`src/rtl/exu_commit_bjp_pkg.sv`:
```
// Shared definitions for the branch/jump commit unit.
// Holds the PC width, FSM state encoding and fall-through increment.
package exu_commit_bjp_pkg;

  localparam int unsigned PC_SIZE          = 32;
  localparam int unsigned CNT_W_DFLT       = 32;
  localparam int unsigned BJP_FALLTHRU_INC = 4;

  typedef enum logic {
    BJP_CMT_IDLE  = 1'b0,
    BJP_CMT_FLUSH = 1'b1
  } bjp_cmt_state_e;

endpackage

```
`src/rtl/bjp_perf_cnt.sv`:
```
// Wrapping performance counter with a single-cycle increment enable.
module bjp_perf_cnt #(
  parameter int unsigned W = 32
) (
  input  logic         clk,
  input  logic         rst,
  input  logic         inc,
  output logic [W-1:0] cnt
);

  logic [W-1:0] cnt_q;
  logic [W-1:0] cnt_d;

  always_comb begin
    cnt_d = cnt_q;
    if (inc) cnt_d = cnt_q + W'(1);
  end

  always_ff @(posedge clk) begin
    if (rst) cnt_q <= '0;
    else     cnt_q <= cnt_d;
  end

  assign cnt = cnt_q;

endmodule

```
`src/rtl/exu_commit_bjp.sv`:
```
// Branch/jump commit: checks the resolved direction against the IFU prediction,
// holds a redirect request until the IFU accepts it and counts branches/mispredicts.
module exu_commit_bjp
  import exu_commit_bjp_pkg::*;
#(
  parameter int unsigned PC_SIZE = exu_commit_bjp_pkg::PC_SIZE,
  parameter int unsigned CNT_W   = CNT_W_DFLT
) (
  input  logic               clk,
  input  logic               rst,
  input  logic               cmt_i_valid,
  output logic               cmt_i_ready,
  input  logic               cmt_i_bjp,
  input  logic               cmt_i_jump,
  input  logic               cmt_i_prdt,
  input  logic               cmt_i_rslv,
  input  logic [PC_SIZE-1:0] cmt_i_pc,
  input  logic [PC_SIZE-1:0] cmt_i_tgt,
  output logic               flush_o_valid,
  input  logic               flush_o_ready,
  output logic [PC_SIZE-1:0] flush_o_pc,
  output logic               retire_o,
  output logic [CNT_W-1:0]   perf_bjp_cnt,
  output logic [CNT_W-1:0]   perf_mis_cnt
);

  bjp_cmt_state_e     state_q;
  bjp_cmt_state_e     state_d;
  logic [PC_SIZE-1:0] flush_pc_q;
  logic [PC_SIZE-1:0] flush_pc_d;
  logic               retire_q;
  logic               retire_d;

  logic               taken;
  logic               mis;
  logic               hs;
  logic [PC_SIZE-1:0] redirect_pc;

  // Jumps are always taken; the not-taken path wraps modulo 2^PC_SIZE.
  assign taken       = cmt_i_jump | cmt_i_rslv;
  assign mis         = cmt_i_bjp & (taken != cmt_i_prdt);
  assign redirect_pc = taken ? cmt_i_tgt : (cmt_i_pc + PC_SIZE'(BJP_FALLTHRU_INC));
  assign hs          = cmt_i_valid & cmt_i_ready;

  // Ready/valid are pure state decodes so neither side sees a combinational loop.
  always_comb begin
    state_d       = state_q;
    flush_pc_d    = flush_pc_q;
    retire_d      = 1'b0;
    cmt_i_ready   = 1'b0;
    flush_o_valid = 1'b0;
    unique case (state_q)
      BJP_CMT_IDLE: begin
        cmt_i_ready = 1'b1;
        if (cmt_i_valid) begin
          retire_d = 1'b1;
          if (mis) begin
            flush_pc_d = redirect_pc;
            state_d    = BJP_CMT_FLUSH;
          end
        end
      end
      BJP_CMT_FLUSH: begin
        flush_o_valid = 1'b1;
        if (flush_o_ready) state_d = BJP_CMT_IDLE;
      end
      default: state_d = BJP_CMT_IDLE;
    endcase
  end

  always_ff @(posedge clk) begin
    if (rst) begin
      state_q    <= BJP_CMT_IDLE;
      flush_pc_q <= '0;
      retire_q   <= 1'b0;
    end else begin
      state_q    <= state_d;
      flush_pc_q <= flush_pc_d;
      retire_q   <= retire_d;
    end
  end

  assign flush_o_pc = flush_pc_q;
  assign retire_o   = retire_q;

  bjp_perf_cnt #(.W(CNT_W)) u_bjp_cnt (
    .clk (clk),
    .rst (rst),
    .inc (hs & cmt_i_bjp),
    .cnt (perf_bjp_cnt)
  );

  bjp_perf_cnt #(.W(CNT_W)) u_mis_cnt (
    .clk (clk),
    .rst (rst),
    .inc (hs & mis),
    .cnt (perf_mis_cnt)
  );

endmodule

```
`config.mk`:
```
export PLATFORM = sky130hd
export DESIGN_NAME = exu_commit_bjp
export DESIGN_NICKNAME = d
export VERILOG_FILES = /design/src/rtl/exu_commit_bjp_pkg.sv /design/src/rtl/bjp_perf_cnt.sv /design/src/rtl/exu_commit_bjp.sv
export SDC_FILE = /design/constraint.sdc
export NUM_CORES = 1
export LEC_CHECK = 0
export ABC_CLOCK_PERIOD_IN_PS = 2700
export CAP_MARGIN = 0
export CORE_MARGIN = 1
export CORE_UTILIZATION = 23
export CTS_BUF_LIST = sky130_fd_sc_hd__clkbuf_8
export DETAILED_ROUTE_END_ITERATION = 8
export DONT_BUFFER_PORTS = 1
export HOLD_SLACK_MARGIN = 0.02
export SETUP_SLACK_MARGIN = 0.5
export SYNTH_ARGS = -nofsm -noshare
export SYNTH_HDL_FRONTEND = slang
export SYNTH_SLANG_ARGS = --single-unit
```
`constraint.sdc`:
```
create_clock -name clk -period 2.7 [get_ports clk]
set_clock_uncertainty 0.1 [all_clocks]
set_input_delay 0.405 -clock clk [delete_from_list [all_inputs] [get_ports clk]]
set_output_delay 0.405 -clock clk [all_outputs]
set_load 0.01 [all_outputs]
```
==> results of run 1 <==
[stage by stage]
| stage | area [um2] | worst slack [ps] | util (%) |
|---|---|---|---|
| floorplan | 4860 | 615 | - |
| global placement | 5250 | 351 | 25.6 |
| detailed placement | 5250 | 377 | 25.6 |
| CTS | 5540 | 503 | 27.0 |
| global route | 5560 | 460 | 27.1 |
| finish | 5560 | 597 | 27.1 |
[worst max-delay path: cells and delay by family (launching register included)]
family | cells | cell delay (ps)
buffers and inverters | 3 | 960
flip-flops | 1 | 380
AND/OR/NAND/NOR | 3 | 450
XOR/XNOR | 1 | 120
[kinds of logic (layout without fill, tap and decap cells)]
logic type      Yosys count  in the layout  synth area share [%]
buf+inv                  39             50                  3.45
flops                    98             98                  40.4
simple gates            287            287                  30.0
xor+xnor                 83             83                  15.0
fa+ha+maj                 3              3                 0.772
compound gates           77             77                  10.5
[flip-flops by register name, summed over array words and instances, names as in the netlist]
signal and flops:
u_mis_cnt.cnt 32, state_q 1, flush_o_pc 32, u_bjp_cnt.cnt 32, retire_o 1
[area by class of cell]
type | count | share of cell area, %
flip-flops and latches | 98 | 35.3
multi-input cells | 450 | 49.6
well taps | 270 | 6.08
clock inverters | 5 | 1.55
repair buffers | 28 | 4.50
inverters | 7 | 0.473
clock buffers | 10 | 2.48
[layer usage]
layer  share of wire [%]  wire length, um  up-vias
met5                   0                0        -
met4                0.90              128        0
met3                 8.4             1200        9
met1                  44             6320     1970
met2                  46             6590      128
li1                    -                -     2083
[repair_timing]
action,CTS,global route
endpoints found under the setup margin,0,21
resized for setup,0,2
hold endpoints to repair,94,84
setup buffers,0,1
[cell usage in the layout (no fill, tap or decap), drive strengths merged, types with 11 or more instances in the layout]
cell   netlist  final
dfxtp       98     98
nor2        92     92
xor2        64     64
nand2       52     52
nand4       40     40
nand3       36     36
a21oi       30     30
and3        23     23
buf          9     22
xnor2       19     19
o22ai       12     12
nor4        11     11
[report_power, final]
group | switching [mW] | internal (mW)
clock | 0.562 | 0.550
sequential | 0.0336 | 1.47
combinational | 0.0913 | 0.0652
total | 0.687 | 2.08
[final timing paths]
| check | start | endpoint | slack (ps) | cells after the start |
|---|---|---|---|---|
| setup / recovery | state_q$_SDFF_PP0_ | u_bjp_cnt.cnt[4]$_SDFFE_PP0P_ | 600 | 7 |
| hold / removal | rst | u_mis_cnt.cnt[1]$_SDFFE_PP0P_ | 10 | 1 |
| setup reg to reg | state_q$_SDFF_PP0_ | u_bjp_cnt.cnt[4]$_SDFFE_PP0P_ | 600 | 7 |
| hold reg to reg | flush_o_pc[8]$_SDFFE_PP0P_ | flush_o_pc[8]$_SDFFE_PP0P_ | 410 | 2 |
==> results.yml, run 1 <==
logic_synthesis:
  avgSynthCellArea_um2: 8.28
  synth_area_leaders: "dfxtp_1, xor2_1, nor2_1, nand4_1, nand2_1"
  synth-edff-count: 0
  synth_seq_cells: 98
  yosysMostFrequentCell: "dfxtp_1"
  synthesis.nets: 662
  syn_inst: 587
  ys_warn_count: 0
  syn_area_mm2: 0.00486
  synth_ff_type: "dfxtp_1"
  synth_commonest_cells: "dfxtp_1, nor2_1, xor2_1"
  synthArstFlopShare_pct: 0
  synth.top_cell.area_share_pct: 40.4
  yosysTopAreaCell: "dfxtp_1"
  ys_seq_area_share_pct: 40.4
  synth.distinct_cells: 50
routing:
  first_pass_iters: 4
  first_iter_violations: 170
  wl_per_cell_um: 16.4
  drt-total-wl_um: 14200
  ant_nets: 0
  dr_total_vias: 4190
  drt-vias-per-instance: 4.83
  drc: 0
worst_setup_path:
  crit_path_cell_trace: "nand3b_1 > buf_4 > nor2_1 > buf_4 > xnor2_1 > nor2_1 > dlygate4sd3_1"
  start_kind: "register"
  cp.arrival_ps: 2280
  crit_type: "reg -> reg"
  slowest_delay_ps: 550
  crit_fanout: 9
  critPathRequiredTime_ps: 2880
  cp-end-kind: "register"
  slowest_stage: "dlygate4sd3_1"
cells_and_area:
  multi_input_comb_area_mm2: 0.00276
  seqCellArea_mm2: 0.00196
  fillers: 2210
  final_nets: 669
  layoutNonFillerInstCount: 868
  diodes: 0
  drive_gt1_share_pct: 8.53
  syn_to_final_growth_pct: 14.3
job:
  maxCapViolCount: 0
placement:
  place_inst: 846
  place.detailed.hpwl_um: 10200
  gp_congestion: 0.799
  portBuffers: 0
cts:
  clk_pin_slew_worst_paths_ps: 100
  cts_buffer_depth: 2
  clock_sinks: 98
  clk-insertion-delay-late_ps: 380
  cts_tree: "done"
  cts_buffers: 9
  htree_levels: 3
  cts_root_buf: "clkbuf_8"
  cts.hold.buffers_added: 6
power_and_ir_drop:
  total_power_mw: 2.77
  p_leak_nw: 1.96
  power_density_mw_per_mm2: 499
  ir_drop_mv: 0.179
floorplan:
  start_util_pct: 23.7
  chipWidth_um: 147
  row_count: 52
  core_area_mm2: 0.0205
  dieArea_mm2: 0.0217
  io_pins: 171
  die_h_um: 147
global_route:
  grt_max_degree: 102
  grt_use_met1_pct: 15.4
  grt_pass1_wl_um: 21600
  use_met2_pct: 21.1
  grt_pass1_vias: 3926
  grt-busiest-layer: "met2"
  grt_overflow: 0
  grt_antenna_before_repair: 0
  met3_usage_pct: 5.86
  grt_usage_pct: 13.0
timing:
  finalSetupViolations: 0
  fin_crit_ps: 2100
  tns_ps: 0
  hold_violations: 0
  max_freq_ghz: 0.476
  holdWs_ps: 12.2
  fin_crit_sh_pct: 77.9
  maxSlewHeadroom_pct: 50.1
  rsz0062_at_grt: "true"
  slew_violations: 0
  tightest_slew_ps: 747
hold_path:
  hp-class: "in -> reg"
status:
  status: "finished, final reports clean"
(Power assumes the default switching activity.)
==> inputs of run 2 (changes only) <==
--- a/config.mk
+++ b/config.mk
@@ -5,7 +5,7 @@
 export SDC_FILE = /design/constraint.sdc
 export NUM_CORES = 1
 export LEC_CHECK = 0
-export ABC_CLOCK_PERIOD_IN_PS = 2700
+export ABC_CLOCK_PERIOD_IN_PS = 1900
 export CAP_MARGIN = 0
 export CORE_MARGIN = 1
 export CORE_UTILIZATION = 23
==> constraint.sdc (replaced) <==
create_clock -name clk -period 1.9 [get_ports clk]
set_clock_uncertainty 0.1 [all_clocks]
set_input_delay 0.285 -clock clk [delete_from_list [all_inputs] [get_ports clk]]
set_output_delay 0.285 -clock clk [all_outputs]
set_load 0.01 [all_outputs]
==> run 2 against run 1 <==
  * The run now ends with negative hold slack left
  * Setup slack worse by 480 ps
  * Sequential share of layout area down 6.8 points
  * Non-clock buffer count up 78
  * Sequential power increased by 42%
  * Clock power is 32% higher
  * Critical path depth is 1 higher
  * Critical endpoint is now u_bjp_cnt.cnt[23]$_SDFFE_PP0P_
  * Largest cell class unchanged
  * Largest power group unchanged
==> results.yml, run 2 (synthesized netlist as in run 1, its figures left out) <==
routing:
  first_iter_violations: 195
  drc: 0
  ant_nets: 0
  drt-total-wl_um: 15800
  drt-vias-per-instance: 4.79
  dr_total_vias: 4544
  wl_per_cell_um: 16.7
  first_pass_iters: 5
job:
  maxCapViolCount: 0
cells_and_area:
  final_common_cell: "nor2_1"
  diodes: 0
  layout_common_cells: "nor2_1, dfxtp_1, xor2_1"
  final_area_mm2: 0.00705
  syn_to_final_growth_pct: 45.0
  final_core_util_pct: 34.4
  fillers: 2068
  layoutNonFillerInstCount: 948
  multi_input_comb_area_mm2: 0.00334
  seqCellArea_mm2: 0.00201
  final_nets: 748
  drive_gt1_share_pct: 36.9
placement:
  place_inst: 899
  portBuffers: 0
  place_ws_ps: -155
  placed_area_mm2: 0.00598
  gp_congestion: 0.801
  place.detailed.hpwl_um: 10700
timing:
  finalSetupViolations: 0
  final.setup.worst_slack_ps: 119
  fin_crit_sh_pct: 93.7
  fin_crit_ps: 1780
  slew_violations: 0
  maxSlewHeadroom_pct: 62.2
  rsz0062_at_grt: "true"
  tightest_slew_ps: 566
  holdWs_ps: -128
  tns_ps: 0
  max_freq_ghz: 0.562
  hold_violations: 95
global_route:
  grt_overflow: 0
  grt_pass1_vias: 4479
  grt_usage_pct: 14.5
  grt_pass1_wl_um: 24700
  grt_antenna_before_repair: 0
  grt_max_degree: 103
status:
  status: "finished with violations"
  violations: "negative hold slack"
cts:
  clock_sinks: 98
  cts_tree: "done"
  clk_pin_slew_worst_paths_ps: 120
  htree_levels: 3
  cts_buffer_depth: 2
  cts_root_buf: "clkbuf_8"
  clk-insertion-delay-late_ps: 390
  cts_buffers: 9
power_and_ir_drop:
  ir_drop_mv: 0.245
  total_power_mw: 3.97
  p_leak_nw: 2.61
  power_density_mw_per_mm2: 563
worst_setup_path:
  cp-end-kind: "register"
  crit_type: "reg -> reg"
  r2r_setup_slack_ps: 120
  slowest_stage: "dfxtp_4"
  crit_path_cell_trace: "nand4_1 > nor4_4 > buf_12 > buf_6 > buf_6 > nand3_2 > xor2_1 > nor2_1"
  start_kind: "register"
  crit_fanout: 6
  critPathRequiredTime_ps: 2130
  slowest_delay_ps: 400
  cp.arrival_ps: 2010
  crit_top_cell: "buf_6"
floorplan:
  die_h_um: 147
  core_area_mm2: 0.0205
  io_pins: 171
  dieArea_mm2: 0.0217
  chipWidth_um: 147
  start_util_pct: 23.7
  row_count: 52
hold_path:
  hp-class: "in -> reg"
-- run 2: repair_timing --
action,4_1_cts,5_1_grt
resized for setup,30,91
cloned,7,0
pin swaps,25,58
endpoints found under the setup margin,93,96
endpoints found under the hold margin,97,97
setup buffers,15,11
-- run 2: critical path, delay by kind of cell, from the launching register on --
family | cells | cell delay (ps)
simple gates | 4 | 730
buf+inv | 3 | 340
flops | 1 | 400
xor+xnor | 1 | 180
-- run 2: final timing paths --
| path | start | end | cells after the start |
|---|---|---|---|
| setup / recovery | u_bjp_cnt.cnt[14]$_SDFFE_PP0P_ | u_bjp_cnt.cnt[23]$_SDFFE_PP0P_ | 8 |
| hold / removal | rst | u_mis_cnt.cnt[0]$_SDFFE_PP0P_ | 1 |
| setup reg to reg | u_bjp_cnt.cnt[14]$_SDFFE_PP0P_ | u_bjp_cnt.cnt[23]$_SDFFE_PP0P_ | 8 |
| hold reg to reg | u_bjp_cnt.cnt[1]$_SDFFE_PP0P_ | u_bjp_cnt.cnt[1]$_SDFFE_PP0P_ | 2 |
-- run 2: final cells by class --
type,instances,share of cell area [%]
Tap cell,270,4.79
Clock buffer,9,1.76
Sequential cell,98,28.5
Timing Repair Buffer,106,16.0
Inverter,7,0.373
Clock inverter,7,1.15
Multi-Input combinational cell,451,47.4
-- run 2: routing by layer --
| layer | share of wire (%) | vias up | track usage [%] |
|---|---|---|---|
| li1 | - | 2245 | - |
| met4 | 1.4 | 0 | 4.18 |
| met3 | 7.5 | 15 | 5.12 |
| met5 | 0 | - | 0 |
| met2 | 48 | 130 | 24.0 |
| met1 | 43 | 2154 | 17.7 |
-- run 2: report_power, final --
group | total (mW) | internal, mW | switching [mW]
Clock | 1.46 | 0.634 | 0.831
Combinational | 0.375 | 0.191 | 0.184
Sequential | 2.13 | 2.08 | 0.0502
Total | 3.97 | 2.90 | 1.06
